## config.mk

```make
export PLATFORM = sky130hd
export DESIGN_NAME = ahb_lite_decoder_mux_flat
export DESIGN_NICKNAME = d
export VERILOG_FILES = /design/src/rtl/ahb_lite_decoder_mux_if.sv /design/src/rtl/ahb_lite_decoder_mux.sv /design/src/flat_wrapper.sv
export SDC_FILE = /design/constraint.sdc
export NUM_CORES = 1
export LEC_CHECK = 0
export CAP_MARGIN = 40
export CORE_AREA = 2 2 81 83
export CTS_CLUSTER_SIZE = 24
export DETAILED_ROUTE_END_ITERATION = 12
export DIE_AREA = 0 0 83 85
export PLACE_DENSITY = 0.78
export SYNTH_ARGS = -nofsm -noshare
export SYNTH_HDL_FRONTEND = slang
export SYNTH_SLANG_ARGS = --single-unit
```

## constraint.sdc

```tcl
create_clock -name HCLK -period 2.23 [get_ports HCLK]
set_input_delay 0.446 -clock HCLK [delete_from_list [all_inputs] [get_ports HCLK]]
set_output_delay 0.446 -clock HCLK [all_outputs]
set_load 0.05 [all_outputs]
```

## src/rtl/ahb_lite_decoder_mux_if.sv

```systemverilog
// ============================================================================
// ahb_lite_decoder_mux_if : master-side and slave-side AHB-Lite signals of the decoder/mux
// Revision: 1.0
// ============================================================================
`default_nettype none

interface ahb_lite_decoder_mux_if;
  logic [31:0] HADDR;
  logic [1:0]  HTRANS;
  logic [3:0]  HSEL_S;
  logic [3:0]  HREADYOUT_S;
  logic [3:0]  HRESP_S;
  logic [31:0] HRDATA_S0;
  logic [31:0] HRDATA_S1;
  logic [31:0] HRDATA_S2;
  logic [31:0] HRDATA_S3;
  logic        HREADY;
  logic        HRESP;
  logic [31:0] HRDATA;

  // Decoder/mux side
  modport slave (
    input  HADDR, HTRANS, HREADYOUT_S, HRESP_S,
    input  HRDATA_S0, HRDATA_S1, HRDATA_S2, HRDATA_S3,
    output HSEL_S, HREADY, HRESP, HRDATA
  );

  // Bus-master / slave-model side
  modport master (
    output HADDR, HTRANS, HREADYOUT_S, HRESP_S,
    output HRDATA_S0, HRDATA_S1, HRDATA_S2, HRDATA_S3,
    input  HSEL_S, HREADY, HRESP, HRDATA
  );
endinterface

`default_nettype wire

```

## src/rtl/ahb_lite_decoder_mux.sv

```systemverilog
// ============================================================================
// ahb_lite_decoder_mux : AHB-Lite address decoder, response mux and default slave
// Define AHB_DECODER_ERR_EN to build the two-cycle ERROR default slave.
// Revision: 1.0
// ============================================================================
`default_nettype none

module ahb_lite_decoder_mux #(
  parameter logic [31:0] S0_BASE = 32'h0000_0000,
  parameter logic [31:0] S0_MASK = 32'hFFFF_8000,
  parameter logic [31:0] S1_BASE = 32'h5000_0000,
  parameter logic [31:0] S1_MASK = 32'hFF00_0000,
  parameter logic [31:0] S2_BASE = 32'h5100_0000,
  parameter logic [31:0] S2_MASK = 32'hFF00_0000,
  parameter logic [31:0] S3_BASE = 32'h5200_0000,
  parameter logic [31:0] S3_MASK = 32'hFF00_0000
) (
  input  logic                    HCLK,
  input  logic                    HRESET,
  ahb_lite_decoder_mux_if.slave   bus
);

  localparam logic [2:0] DSEL_S0  = 3'd0;
  localparam logic [2:0] DSEL_S1  = 3'd1;
  localparam logic [2:0] DSEL_S2  = 3'd2;
  localparam logic [2:0] DSEL_S3  = 3'd3;
  localparam logic [2:0] DSEL_DEF = 3'd4;

  logic [3:0]  w_hit;
  logic [3:0]  w_hsel;
  logic [2:0]  w_dec;
  logic        w_miss;
  logic [2:0]  r_dsel;
  logic        w_hready;
  logic        w_hresp;
  logic [31:0] w_hrdata;
  logic        w_def_ready;
  logic        w_def_resp;

  assign w_hit[0] = ((bus.HADDR & S0_MASK) == S0_BASE);
  assign w_hit[1] = ((bus.HADDR & S1_MASK) == S1_BASE);
  assign w_hit[2] = ((bus.HADDR & S2_MASK) == S2_BASE);
  assign w_hit[3] = ((bus.HADDR & S3_MASK) == S3_BASE);

  // Lowest index wins on overlapping windows, keeping HSEL_S one-hot.
  always_comb begin
    w_hsel = 4'b0000;
    w_dec  = DSEL_DEF;
    if (w_hit[0]) begin
      w_hsel = 4'b0001;
      w_dec  = DSEL_S0;
    end else if (w_hit[1]) begin
      w_hsel = 4'b0010;
      w_dec  = DSEL_S1;
    end else if (w_hit[2]) begin
      w_hsel = 4'b0100;
      w_dec  = DSEL_S2;
    end else if (w_hit[3]) begin
      w_hsel = 4'b1000;
      w_dec  = DSEL_S3;
    end
  end

  assign w_miss     = (w_hit == 4'b0000);
  assign bus.HSEL_S = w_hsel;

  always_ff @(posedge HCLK or posedge HRESET) begin
    if (HRESET) begin
      r_dsel <= DSEL_DEF;
    end else if (w_hready) begin
      r_dsel <= w_dec;
    end
  end

  always_comb begin
    w_hready = 1'b1;
    w_hresp  = 1'b0;
    w_hrdata = 32'h0000_0000;
    case (r_dsel)
      DSEL_S0: begin
        w_hready = bus.HREADYOUT_S[0];
        w_hresp  = bus.HRESP_S[0];
        w_hrdata = bus.HRDATA_S0;
      end
      DSEL_S1: begin
        w_hready = bus.HREADYOUT_S[1];
        w_hresp  = bus.HRESP_S[1];
        w_hrdata = bus.HRDATA_S1;
      end
      DSEL_S2: begin
        w_hready = bus.HREADYOUT_S[2];
        w_hresp  = bus.HRESP_S[2];
        w_hrdata = bus.HRDATA_S2;
      end
      DSEL_S3: begin
        w_hready = bus.HREADYOUT_S[3];
        w_hresp  = bus.HRESP_S[3];
        w_hrdata = bus.HRDATA_S3;
      end
      default: begin
        w_hready = w_def_ready;
        w_hresp  = w_def_resp;
      end
    endcase
  end

  assign bus.HREADY = w_hready;
  assign bus.HRESP  = w_hresp;
  assign bus.HRDATA = w_hrdata;

`ifdef AHB_DECODER_ERR_EN
  typedef enum logic [1:0] {
    ST_IDLE = 2'd0,
    ST_ERR1 = 2'd1,
    ST_ERR2 = 2'd2
  } def_state_t;

  def_state_t r_state;
  logic       r_def_ready;
  logic       r_def_resp;
  logic       w_err_req;

  assign w_err_req = w_hready & w_miss & bus.HTRANS[1];

  // Outputs are registered alongside the state so they change on the same edge.
  always_ff @(posedge HCLK or posedge HRESET) begin
    if (HRESET) begin
      r_state     <= ST_IDLE;
      r_def_ready <= 1'b1;
      r_def_resp  <= 1'b0;
    end else begin
      case (r_state)
        ST_IDLE: begin
          if (w_err_req) begin
            r_state     <= ST_ERR1;
            r_def_ready <= 1'b0;
            r_def_resp  <= 1'b1;
          end
        end
        ST_ERR1: begin
          r_state     <= ST_ERR2;
          r_def_ready <= 1'b1;
          r_def_resp  <= 1'b1;
        end
        ST_ERR2: begin
          if (w_err_req) begin
            r_state     <= ST_ERR1;
            r_def_ready <= 1'b0;
            r_def_resp  <= 1'b1;
          end else begin
            r_state     <= ST_IDLE;
            r_def_ready <= 1'b1;
            r_def_resp  <= 1'b0;
          end
        end
        default: begin
          r_state     <= ST_IDLE;
          r_def_ready <= 1'b1;
          r_def_resp  <= 1'b0;
        end
      endcase
    end
  end

  assign w_def_ready = r_def_ready;
  assign w_def_resp  = r_def_resp;
`else
  logic w_unused_trans;

  assign w_unused_trans = &{1'b0, bus.HTRANS, w_miss};
  assign w_def_ready    = 1'b1;
  assign w_def_resp     = 1'b0;
`endif

endmodule

`default_nettype wire

```

## src/flat_wrapper.sv

```systemverilog
// flat-port wrapper written by rule: the top's interface ports become plain ports
module ahb_lite_decoder_mux_flat 
#(
  parameter logic [31:0] S0_BASE = 32'h0000_0000,
  parameter logic [31:0] S0_MASK = 32'hFFFF_8000,
  parameter logic [31:0] S1_BASE = 32'h5000_0000,
  parameter logic [31:0] S1_MASK = 32'hFF00_0000,
  parameter logic [31:0] S2_BASE = 32'h5100_0000,
  parameter logic [31:0] S2_MASK = 32'hFF00_0000,
  parameter logic [31:0] S3_BASE = 32'h5200_0000,
  parameter logic [31:0] S3_MASK = 32'hFF00_0000
)
  (HCLK, HRESET, bus_HADDR, bus_HTRANS, bus_HREADYOUT_S, bus_HRESP_S, bus_HRDATA_S0, bus_HRDATA_S1, bus_HRDATA_S2, bus_HRDATA_S3, bus_HSEL_S, bus_HREADY, bus_HRESP, bus_HRDATA);
  ahb_lite_decoder_mux_if bus_i ();
  input  logic HCLK;
  input  logic HRESET;
  input wire logic [$bits(bus_i.HADDR)-1:0] bus_HADDR;
  input wire logic [$bits(bus_i.HTRANS)-1:0] bus_HTRANS;
  input wire logic [$bits(bus_i.HREADYOUT_S)-1:0] bus_HREADYOUT_S;
  input wire logic [$bits(bus_i.HRESP_S)-1:0] bus_HRESP_S;
  input wire logic [$bits(bus_i.HRDATA_S0)-1:0] bus_HRDATA_S0;
  input wire logic [$bits(bus_i.HRDATA_S1)-1:0] bus_HRDATA_S1;
  input wire logic [$bits(bus_i.HRDATA_S2)-1:0] bus_HRDATA_S2;
  input wire logic [$bits(bus_i.HRDATA_S3)-1:0] bus_HRDATA_S3;
  output wire logic [$bits(bus_i.HSEL_S)-1:0] bus_HSEL_S;
  output wire logic [$bits(bus_i.HREADY)-1:0] bus_HREADY;
  output wire logic [$bits(bus_i.HRESP)-1:0] bus_HRESP;
  output wire logic [$bits(bus_i.HRDATA)-1:0] bus_HRDATA;
  assign bus_i.HADDR = bus_HADDR;
  assign bus_i.HTRANS = bus_HTRANS;
  assign bus_i.HREADYOUT_S = bus_HREADYOUT_S;
  assign bus_i.HRESP_S = bus_HRESP_S;
  assign bus_i.HRDATA_S0 = bus_HRDATA_S0;
  assign bus_i.HRDATA_S1 = bus_HRDATA_S1;
  assign bus_i.HRDATA_S2 = bus_HRDATA_S2;
  assign bus_i.HRDATA_S3 = bus_HRDATA_S3;
  assign bus_HSEL_S = bus_i.HSEL_S;
  assign bus_HREADY = bus_i.HREADY;
  assign bus_HRESP = bus_i.HRESP;
  assign bus_HRDATA = bus_i.HRDATA;
  ahb_lite_decoder_mux #(.S0_BASE(S0_BASE), .S0_MASK(S0_MASK), .S1_BASE(S1_BASE), .S1_MASK(S1_MASK), .S2_BASE(S2_BASE), .S2_MASK(S2_MASK), .S3_BASE(S3_BASE), .S3_MASK(S3_MASK)) u_core (.HCLK(HCLK), .HRESET(HRESET), .bus(bus_i));
endmodule
```

==> results.yml <==
run_status:
  outcome: "completed"
sta:
  setup_viol: 0
  fmax_ghz: 0.457
  slew_violations: 0
  layout_setup_ws_ns: 0.0426
  period_minus_slack_ns: 2.19
  maxSlewHeadroom: 0.689
  hold_viol_final: 0
  tightestPinTransition_ns: 0.466
  fin_tns_setup_ns: 0
  clock_skew_ns: 0.000325
  period_share: 0.981
clocking:
  cts_tree: "built"
  cts_buffers: 3
  ctsHoldBuffers: 0
  cts_max_path_buffers: 2
  cts_sinks: 3
  insertion_delay_ns: 0.22
  htree_levels: 1
  cts_root_buffer: "clkbuf_8"
  path_clk_slew_ns: 0.03
worst_setup_path:
  crit_arrival_ns: 1.74
  r2r_slack_ns: 0.57
  critical_path.max_fanout: 3
  required_ns: 1.78
  r2r-start: "u_core.r_dsel[1]"
  crit_start: "bus_HADDR[27]"
  crit_type: "primary input to primary output"
  startpoint_type: "primary input"
  endpoint_kind: "primary output"
logic_synthesis:
  synth_area_leaders: "a22oi_1 (52%), nand2_1 (13%), dfrtp_1 (5.2%)"
  avgSynthCellArea_um2: 6.65
  synth_largest_area_cell: "a22oi_1"
  async_reset_ff_frac: 1.00
  ys_seq_elements: 3
  synth_top_area_share: 0.521
  synth-seq-area-share: 0.0791
  synth-edff-count: 0
  synth-main-ff-cell: "dfrtp_1"
  syn_inst: 145
  synth_nets: 317
  synth_warnings: 0
  netlist_area_um2: 965
  ys_types: 24
routing:
  drt-initial-drc-count: 50
  vias: 2029
  via_per_inst: 4.79
  ant_nets: 0
  drc: 0
  first_pass_iters: 4
  avgRoutedWirePerCell_um: 15.6
  routed_wl_um: 6590
global_routing:
  antenna_found_initial: 0
  grt_pass1_wl_um: 10200
  track_usage: 0.176
  grt_pass1_vias: 2185
  globalRouteOverflowTotal: 0
  grt_max_degree: 21
placement:
  hpwl_um: 5380
  place_inst: 415
  placed_area_um2: 3460
  place_congestion: 0.795
  place_ws_ns: -0.348
  portBuffers: 192
pwr:
  leakage_nw: 1.44
  powerDensity_nw_per_um2: 161
  ir_drop_v: 0.000166
cells_and_area:
  final_area_um2: 3630
  fin_nets: 520
  fillerInstances: 539
  largest-register: "u_core.r_dsel"
  instances_no_fill: 424
  drive_gt1_frac: 0.251
  largest_reg_flops: 3
  reg_top3: "u_core.r_dsel (3)"
  num_antenna_cells: 0
  areaGrowthSynthToFinish_pct: 276
die:
  die_y_um: 85
  ios: 210
  die_w_um: 83
  rows: 29
  dieArea_um2: 7060
  start_util: 0.155
  core_area_um2: 6200
worst_hold_path:
  min_path_type: "primary input to async pin"
run:
  maxCapViolations: 0
path summary, 6_finish.rpt:
path	to	depth (start not counted)
min in group HCLK	u_core.r_dsel[2]	4
max in group asynchronous	u_core.r_dsel[2]	2
setup / recovery	bus_HSEL_S[1]	5
hold reg to reg	u_core.r_dsel[1]	2
setup reg to reg	u_core.r_dsel[1]	4
hold / removal	u_core.r_dsel[0]	2
final cells by class:
cell class	instances	area (um2)	area share
clock buffer	4	45.0	0.0124
multi-input combinational	127	933	0.257
inverter	1	3.75	0.00103
tap	77	96.3	0.0265
sequential	3	76.3	0.0210
timing repair buffer	212	2470	0.682
layer usage:
metal  wire length (um)  vias up  GRT usage
met1               2390      926      0.178
met4                 28        0     0.0447
met3                579        2     0.0428
met2               3600      119      0.355
li1                   -      982          -
met5                  0        -          0
critical path, stage by stage:
cell and delay (ns):
buf_6 0.09, or4_4 0.54, or3_4 0.38, nor2_4 0.14, buf_12 0.14
through the flow:
stage / hold WS (ns) / utilization / power (mW)
2_1_floorplan: 0.199 / - / 0.103
3_3_place_gp: 0.621 / 0.555 / 0.411
3_5_place_dp: 0.628 / 0.557 / 0.418
4_1_cts: 0.399 / 0.572 / 0.582
5_1_grt: 0.411 / 0.585 / 0.607
6_report: 0.398 / 0.585 / 0.583
power breakdown:
part	switching, mW	leakage [nW]	internal (mW)
registers	0.000413	0.0384	0.0557
clock network	0.0368	0.0228	0.122
logic	0.0927	1.38	0.275
total	0.130	1.44	0.453
synthesized netlist by cell type, types with 2 or more instances:
cell type / count
a22oi_1: 67
and2_1: 2
buf_2: 7
clkbuf_1: 7
dfrtp_1: 2
mux2i_1: 2
nand2_1: 34
nor2_1: 3
nor3_1: 4
nor3b_1: 2
nor4_1: 2
cells by family after synthesis:
| kind of cell | synth area share |
|---|---|
| buffers and inverters | 0.0674 |
| flip-flops | 0.0791 |
| multiplexers | 0.0324 |
| AND/OR/NAND/NOR | 0.270 |
| AO/OA/AOI/OAI | 0.542 |
| XOR/XNOR | 0.00908 |
cells in the final DEF, fill, tap and decap left out, drive strengths merged:
cell	count
nor3b	3
nor3	4
inv	1
nor4	2
nor2b	1
dfrtp	2
mux2i	2
or3	1
clkbuf	4
o221a	1
and2	2
nor2	3
clkdlybuf4s15	1
or4	1
xnor2	1
buf	61
a22oi	67
mux2	1
a22o	1
nand2	34
dfstp	1
nand3	1
and3b	1
or2	1
clkdlybuf4s50	150
what timing repair did:
item                                    in CTS  in global routing
resized for setup                           20                 14
buffers inserted                             2                  3
endpoints found under the setup margin      31                 28
pin swaps                                    7                  7
(Power assumes the default switching activity.)
